## src/rtl/iiitb_gpio_port.sv

```systemverilog
// iiitb_gpio_port: register-mapped GPIO port between the iiitb_rv32i core and the pads.
//
// Parameters:
//   WIDTH      number of pins (1..32)
//   OEB_RESET  reset value of the output-enable-bar register (1 = input)
//   PULSE_LEN  pulse duration in clk cycles (>= 1)
// Ports:
//   clk, RN            clock and asynchronous active-low reset
//   wr_en/wr_addr/wr_data  register write (one per cycle)
//   rd_addr/rd_data    combinational register read
//   pad_in             asynchronous pad inputs
//   pad_out, pad_oeb   registered pad drive value and output-enable-bar
//   edge_irq           registered level interrupt from enabled edge flags
module iiitb_gpio_port #(
    parameter int unsigned       WIDTH     = 16,
    parameter logic [WIDTH-1:0]  OEB_RESET = '1,
    parameter int unsigned       PULSE_LEN = 8
) (
    input  logic             clk,
    input  logic             RN,
    input  logic             wr_en,
    input  logic [2:0]       wr_addr,
    input  logic [WIDTH-1:0] wr_data,
    input  logic [2:0]       rd_addr,
    output logic [WIDTH-1:0] rd_data,
    input  logic [WIDTH-1:0] pad_in,
    output logic [WIDTH-1:0] pad_out,
    output logic [WIDTH-1:0] pad_oeb,
    output logic             edge_irq
);

    localparam int unsigned CntW = $clog2(PULSE_LEN + 1);

    localparam logic [2:0] AddrData   = 3'd0;
    localparam logic [2:0] AddrOeb    = 3'd1;
    localparam logic [2:0] AddrSet    = 3'd2;
    localparam logic [2:0] AddrClr    = 3'd3;
    localparam logic [2:0] AddrTgl    = 3'd4;
    localparam logic [2:0] AddrPulse  = 3'd5;
    localparam logic [2:0] AddrEdgClr = 3'd6;
    localparam logic [2:0] AddrIrqEn  = 3'd7;

    logic [WIDTH-1:0] out_q, out_d;
    logic [WIDTH-1:0] oeb_q, oeb_d;
    logic [WIDTH-1:0] mask_q, mask_d;
    logic [CntW-1:0]  cnt_q, cnt_d;
    logic [WIDTH-1:0] flags_q, flags_d;
    logic [WIDTH-1:0] irq_en_q, irq_en_d;
    logic             irq_q, irq_d;
    logic [WIDTH-1:0] sync1_q, in_sync_q, in_prev_q;
    logic [1:0]       warm_q, warm_d;
    logic [WIDTH-1:0] edge_clr, rise;

    always_comb begin
        out_d    = out_q;
        mask_d   = mask_q;
        cnt_d    = cnt_q;
        oeb_d    = oeb_q;
        irq_en_d = irq_en_q;
        edge_clr = '0;

        // Expiry is applied first so that a same-cycle write overrides it.
        if (cnt_q != '0) begin
            cnt_d = cnt_q - CntW'(1);
        end
        if (cnt_q == CntW'(1)) begin
            out_d  = out_q & ~mask_q;
            mask_d = '0;
        end

        if (wr_en) begin
            unique case (wr_addr)
                AddrData:   out_d    = wr_data;
                AddrOeb:    oeb_d    = wr_data;
                AddrSet:    out_d    = out_d | wr_data;
                AddrClr:    out_d    = out_d & ~wr_data;
                AddrTgl:    out_d    = out_d ^ wr_data;
                AddrPulse: begin
                    out_d  = out_d | wr_data;
                    mask_d = mask_d | wr_data;
                    cnt_d  = CntW'(PULSE_LEN);
                end
                AddrEdgClr: edge_clr = wr_data;
                AddrIrqEn:  irq_en_d = wr_data;
            endcase
        end

        // Warm-up hides the synchroniser filling with pads already high at reset.
        rise    = in_sync_q & ~in_prev_q & {WIDTH{warm_q == 2'd3}};
        flags_d = (flags_q & ~edge_clr) | rise;
        irq_d   = |(flags_q & irq_en_q);
        warm_d  = (warm_q == 2'd3) ? warm_q : warm_q + 2'd1;
    end

    always_ff @(posedge clk or negedge RN) begin
        if (!RN) begin
            out_q     <= '0;
            oeb_q     <= OEB_RESET;
            mask_q    <= '0;
            cnt_q     <= '0;
            flags_q   <= '0;
            irq_en_q  <= '0;
            irq_q     <= 1'b0;
            sync1_q   <= '0;
            in_sync_q <= '0;
            in_prev_q <= '0;
            warm_q    <= 2'd0;
        end else begin
            out_q     <= out_d;
            oeb_q     <= oeb_d;
            mask_q    <= mask_d;
            cnt_q     <= cnt_d;
            flags_q   <= flags_d;
            irq_en_q  <= irq_en_d;
            irq_q     <= irq_d;
            sync1_q   <= pad_in;
            in_sync_q <= sync1_q;
            in_prev_q <= in_sync_q;
            warm_q    <= warm_d;
        end
    end

    always_comb begin
        rd_data = '0;
        unique case (rd_addr)
            3'd0:    rd_data = out_q;
            3'd1:    rd_data = oeb_q;
            3'd2:    rd_data = in_sync_q;
            3'd3:    rd_data = flags_q;
            3'd4:    rd_data = mask_q;
            3'd7:    rd_data = irq_en_q;
            default: rd_data = '0;
        endcase
    end

    assign pad_out  = out_q;
    assign pad_oeb  = oeb_q;
    assign edge_irq = irq_q;

endmodule

```

## config.mk

```make
export PLATFORM = sky130hd
export DESIGN_NAME = iiitb_gpio_port
export DESIGN_NICKNAME = d
export VERILOG_FILES = /design/src/rtl/iiitb_gpio_port.sv
export SDC_FILE = /design/constraint.sdc
export NUM_CORES = 1
export LEC_CHECK = 0
export CAP_MARGIN = 20
export CORE_MARGIN = 2
export CORE_UTILIZATION = 47
export DETAILED_ROUTE_END_ITERATION = 12
export GPL_ROUTABILITY_DRIVEN = 0
export PLACE_DENSITY = 0.68
export SKIP_CTS_REPAIR_TIMING = 1
export SLEW_MARGIN = 10
export SYNTH_ARGS = -nofsm -noshare
export SYNTH_HDL_FRONTEND = slang
export SYNTH_SLANG_ARGS = --single-unit
```

## constraint.sdc

```tcl
create_clock -name clk -period 6.3 [get_ports clk]
set_clock_uncertainty 0.1 [all_clocks]
set_input_delay 0.945 -clock clk [delete_from_list [all_inputs] [get_ports clk]]
set_output_delay 0.945 -clock clk [all_outputs]
set_load 0.01 [all_outputs]
```

## After elaboration in Yosys (flattened, before gate mapping)

Cells that the tools add are included.

| storage, ports and cells | value |
|---|---|
| memories | 0 |
| register bits after elaboration | 135 |
| bits in read-only memories | 0 |
| output and inout port bits | 49 |
| input bits | 41 |
| logic and storage cells | 60 |
| memory bits (writable) | 0 |
| bits in latches | 0 |

| cells by class | value |
|---|---|
| reductions and logical operators | 7 |
| bitwise logic cells | 14 |
| equal/unequal tests | 14 |
| $lt $le $gt $ge | 0 |
| add/subtract/negate cells | 2 |
| $mul | 0 |
| mux-type cells | 12 |
| shift-type cells | 0 |
| divide/modulo/power cells | 0 |

Operators with widths:

| cell | number |
|---|---|
| 2-to-1 mux 16 bit | 7 |
| AND 16 bit | 6 |
| case mux 16 bit (6 select lines) | 1 |
| inverter 16 bit | 4 |
| case mux 16 bit (4 select lines) | 1 |
| OR 16 bit | 3 |
| == test 3 bit, second input constant | 6 |
| OR reduction 16 bit | 1 |
| XOR 16 bit | 1 |
| == test 3 x 2 -> 1 bit, second input constant | 4 |
| 2-to-1 mux 4 bit | 3 |
| == test 3 x 1 -> 1 bit, second input constant | 2 |
| logical NOT 3 bit | 2 |
| == test 4 x 1 -> 1 bit, second input constant | 1 |
| AND reduction 2 bit | 2 |
| nonzero test 4 bit | 1 |
| subtractor 4 x 1 -> 4 bit, second input constant | 1 |
| adder 2 x 1 -> 2 bit, second input constant | 1 |
| == test 2 bit, second input constant | 1 |
| OR reduction 2 bit | 1 |

## Longest topological paths before layout

| depth | value |
|---|---|
| depth after elaboration | 6 |
| gate-level depth with buffers | 11 |
| gate-level depth less buffers | 10 |

## Worst setup path before layout

No wires, ideal clock.

| timing path | value |
|---|---|
| path kind | in2out |
| from | in rd_addr[0] |
| to | out rd_data[5] |
| arrival | 1971 ps |
| path slack | 3284 ps |
| required time | 5255 ps |
| cell stages on the path | 6 |
| cell sequence | buf_4 > buf_6 > nor2_1 > nand2_1 > and3_1 > o22ai_1 |

| between the ends | value |
|---|---|
| word-level cells in the longest chain between the ends | 2 |

RTL lines:

| what | line | source |
|---|---|---|
| start, declared | 24 | `input logic [2:0] rd_addr,` |
| == test 3 bit, or another cell as far along | 125 | `unique case (rd_addr)` |
| case mux 16 bit (6 select lines) * | 125 |  |
| end, declared | 25 | `output logic [WIDTH-1:0] rd_data,` |

Every way passes the cells marked *; elsewhere a longest branch is shown, timed or not.

## Worst setup path in the final report

| timing path | value |
|---|---|
| from | in rd_addr[2] |
| to | out rd_data[13] |

Same word-level chain as after synthesis.

==> run_results.csv <==
group,metric,value,unit
routing,first_pass_iters,5,
floorplan,initial_core_util,47.6,%
sta,setup_viol,0,
critical_path,critical_path_required,5250,ps
placed_design,port_buffers,89,
power_and_ir_drop,p_sw_share,29.5,%
logic_synthesis,ys_seq_area_share,54.3,%
routing,via_per_inst,5.87,
floorplan,rows,42,
global_route,grtUsageTotal,25.1,%
sta,fin_ws,1660,ps
routing,antenna_left,0,
critical_path,crit_path_start_kind,"input pin",
sta,rsz0062_at_grt,"false",
cts,ctsRootBufferMaster,"clkbuf_16",
power_and_ir_drop,power_frac_comb,24.9,%
routing,vias,4965,
logic_synthesis,ys_top_cells_by_area,"dfrtp_1 48%, dfstp_2 6.7%, nand2_1 5.1%",
power_and_ir_drop,seq_power_share,41.5,%
global_route,grt_antenna_before_repair,0,
critical_path,cp_cell_sequence,"clkdlybuf4s50_1 -> buf_4 -> mux2_2 -> a22oi_1 -> a21oi_1 -> clkdlybuf4s50_1",
sta,final.min_clock_period,4640,ps
critical_path,crit_cells,6,
power_and_ir_drop,power_switching,0.838,mW
hold_path,worst_hold_path.num_cells,0,
global_route,grt_pass1_wl,26900,um
sta,finalHoldViolCount,0,
cts,path_clk_slew,60,ps
floorplan,die-area,0.0143,mm2
power_and_ir_drop,ir_drop,0.000222,V
cts,clockBufferDepth,2,
placed_design,place_area,0.00726,mm2
cells_and_area,drive_gt1_share,14.3,%
logic_synthesis,synth_seq_cells,135,
routing,wl_per_cell,20.1,um
floorplan,pin_count,90,
logic_synthesis,synth_top_area_share,47.6,%
placed_design,hpwl,11000,um
routing,drt_wl_total,17000,um
sta,relSlewSlack,27.7,%
logic_synthesis,synth_nets,633,
power_and_ir_drop,pwr-share-clk,33.6,%
flow_run,maxCapViolCount,0,
global_route,grt_start_max_net_pins,81,
cells_and_area,final_area,0.00786,mm2
logic_synthesis,synth_flop_cell,"dfrtp_1",
critical_path,critical_path_class,"input pin to output port",
critical_path,cp.arrival,3600,ps
routing,drc_errors,0,
cts,htree_levels,4,
floorplan,die_h,119,um
sta,worstMarginPinSlew,1080,ps
critical_path,rr_worst_depth,11,
cts,numCtsBuffers,17,
cells_and_area,antenna_cells,0,
sta,fmax,215,MHz
sta,period_share,73.7,%
critical_path,critPathBufInv,3,
logic_synthesis,synthCells,572,
cts,cts_tree,"yes",
critical_path,worstPathMaxFanout,23,
critical_path,slowest_stage,"clkdlybuf4s50_1",
logic_synthesis,synth_area_per_cell,10.9,um2
critical_path,worstSetupEndpointType,"output port",
logic_synthesis,netlist_area,0.00626,mm2
power_and_ir_drop,p_int,2.00,mW
logic_synthesis,synth_edf_count,0,
cts,clk-insertion-delay-late,420,ps
logic_synthesis,synth_async_sr_flop_share,100,%
critical_path,max_stage_delay,990,ps
logic_synthesis,yosysTopAreaCell,"dfrtp_1",
critical_path,rrSetupSlack,3580,ps
logic_synthesis,yosysMostFrequentCell,"dfrtp_1",
placed_design,dp_slack,1690,ps
global_route,overflow,0,
critical_path,path_common_cell,"clkdlybuf4s50_1",
routing,drtIter0Drc,401,
status,status,"finished, final reports clean",
power_and_ir_drop,power.leakage,3.41,nW
cts,clock_sinks,135,
sta,setup_tns,0,ps
sta,slew_violations,0,
cells_and_area,area_delta_synth_final,25.6,%
cells_and_area,nNetsFinal,718,
power_and_ir_drop,cellPowerDensity,362,mW/mm2
floorplan,die_w,119,um
hold_path,min_path_type,"register to register",
critical_path,crit_family,"buffers and inverters",
logic_synthesis,synth_cell_type_count,47,
logic_synthesis,yosysWarnings,0,
floorplan,core_region_area,0.0131,mm2
logic_synthesis,synth.top_cells.by_count,"119 x dfrtp_1, 85 x nand2_1, 37 x nor2_1, 36 x inv_1, 28 x o21ai_0",
global_route,first_global_vias,4976,
-- flip-flops by register name, summed over array words and instances (netlist names) --
signal / cells
pad_oeb: 16
in_sync_q: 16
edge_irq: 1
cnt_q: 4
flags_q: 16
in_prev_q: 16
irq_en_q: 16
mask_q: 16
pad_out: 16
warm_q: 2
sync1_q: 16
-- stage by stage --
stage | total power, mW | utilization [%] | std cells | hold WS [ps]
floorplan | 1.55 | - | 572 | 231
global placement | 1.86 | 55.3 | 812 | 233
detailed placement | 1.89 | 55.3 | 812 | 235
CTS | 2.85 | 59.6 | 844 | 248
global route | 2.98 | 59.8 | 846 | 252
finish | 2.84 | 59.8 | 846 | 246
-- kinds of logic (layout without fill, tap and decap cells) --
family / count (synthesis) / in the layout / synth area share (%)
AOI/OAI and AO/OA: 160 / 160 / 18.0
xor gates and xnor gates: 2 / 2 / 0.280
adders and majority gates: 20 / 20 / 4.00
buffers and inverters: 70 / 168 / 5.04
DFF: 135 / 135 / 54.3
muxes: 38 / 38 / 7.94
and+or+nand+nor: 147 / 147 / 10.5
-- cell type report --
type                    count  area (um2)
repair buffers            100         982
multi-input cells         367        2550
flip-flops and latches    135        3400
well taps                 176         220
clock inverters             7        68.8
clock buffers              25         505
inverters                  36         135
fillers                  1101        5280
-- power groups by stage --
stage	sequential (mW)	clock (mW)	combinational, mW
5_1_grt	1.20	1.00	0.779
4_1_cts	1.18	0.966	0.708
3_3_place_gp	1.18	0	0.676
6_report	1.18	0.956	0.707
3_5_place_dp	1.19	0	0.704
2_1_floorplan	1.17	0	0.381
-- worst paths after layout --
path / start / to
min reg2reg: sync1_q[14]$_DFF_PN0_ / in_sync_q[14]$_DFF_PN0_
min in group asynchronous: RN / in_prev_q[0]$_DFF_PN0_
min: sync1_q[14]$_DFF_PN0_ / in_sync_q[14]$_DFF_PN0_
max: rd_addr[2] / rd_data[13]
max reg2reg: cnt_q[1]$_DFF_PN0_ / pad_out[4]$_DFF_PN0_
max in group asynchronous: RN / mask_q[11]$_DFF_PN0_
-- per-layer routing --
layer	GRT usage [%]	wire length, um	up-vias	share of wire, %
met2	39.9	8220	174	48
met4	8.46	332	0	2.0
li1	-	-	2223	-
met3	6.23	1070	26	6.3
met5	0	0	-	0
met1	33.8	7370	2542	43
-- layout by cell type (no fill, tap or decap), types with 4 or more instances in the layout --
cell type / count
mux4_2: 7
o22ai_1: 17
a22o_1: 20
mux2i_1: 8
mux2_2: 23
a22oi_1: 16
dfrtp_1: 119
clkbuf_16: 17
nor2_1: 36
dfstp_2: 16
a221oi_1: 20
nand2b_1: 4
buf_4: 10
ha_1: 20
a211oi_1: 8
inv_1: 36
clkbuf_8: 5
clkdlybuf4s50_1: 88
o21ai_0: 28
o2bb2ai_1: 15
nor2b_1: 4
a21oi_1: 26
nand2_1: 85
Note: power is estimated with default switching activity, not from simulation.
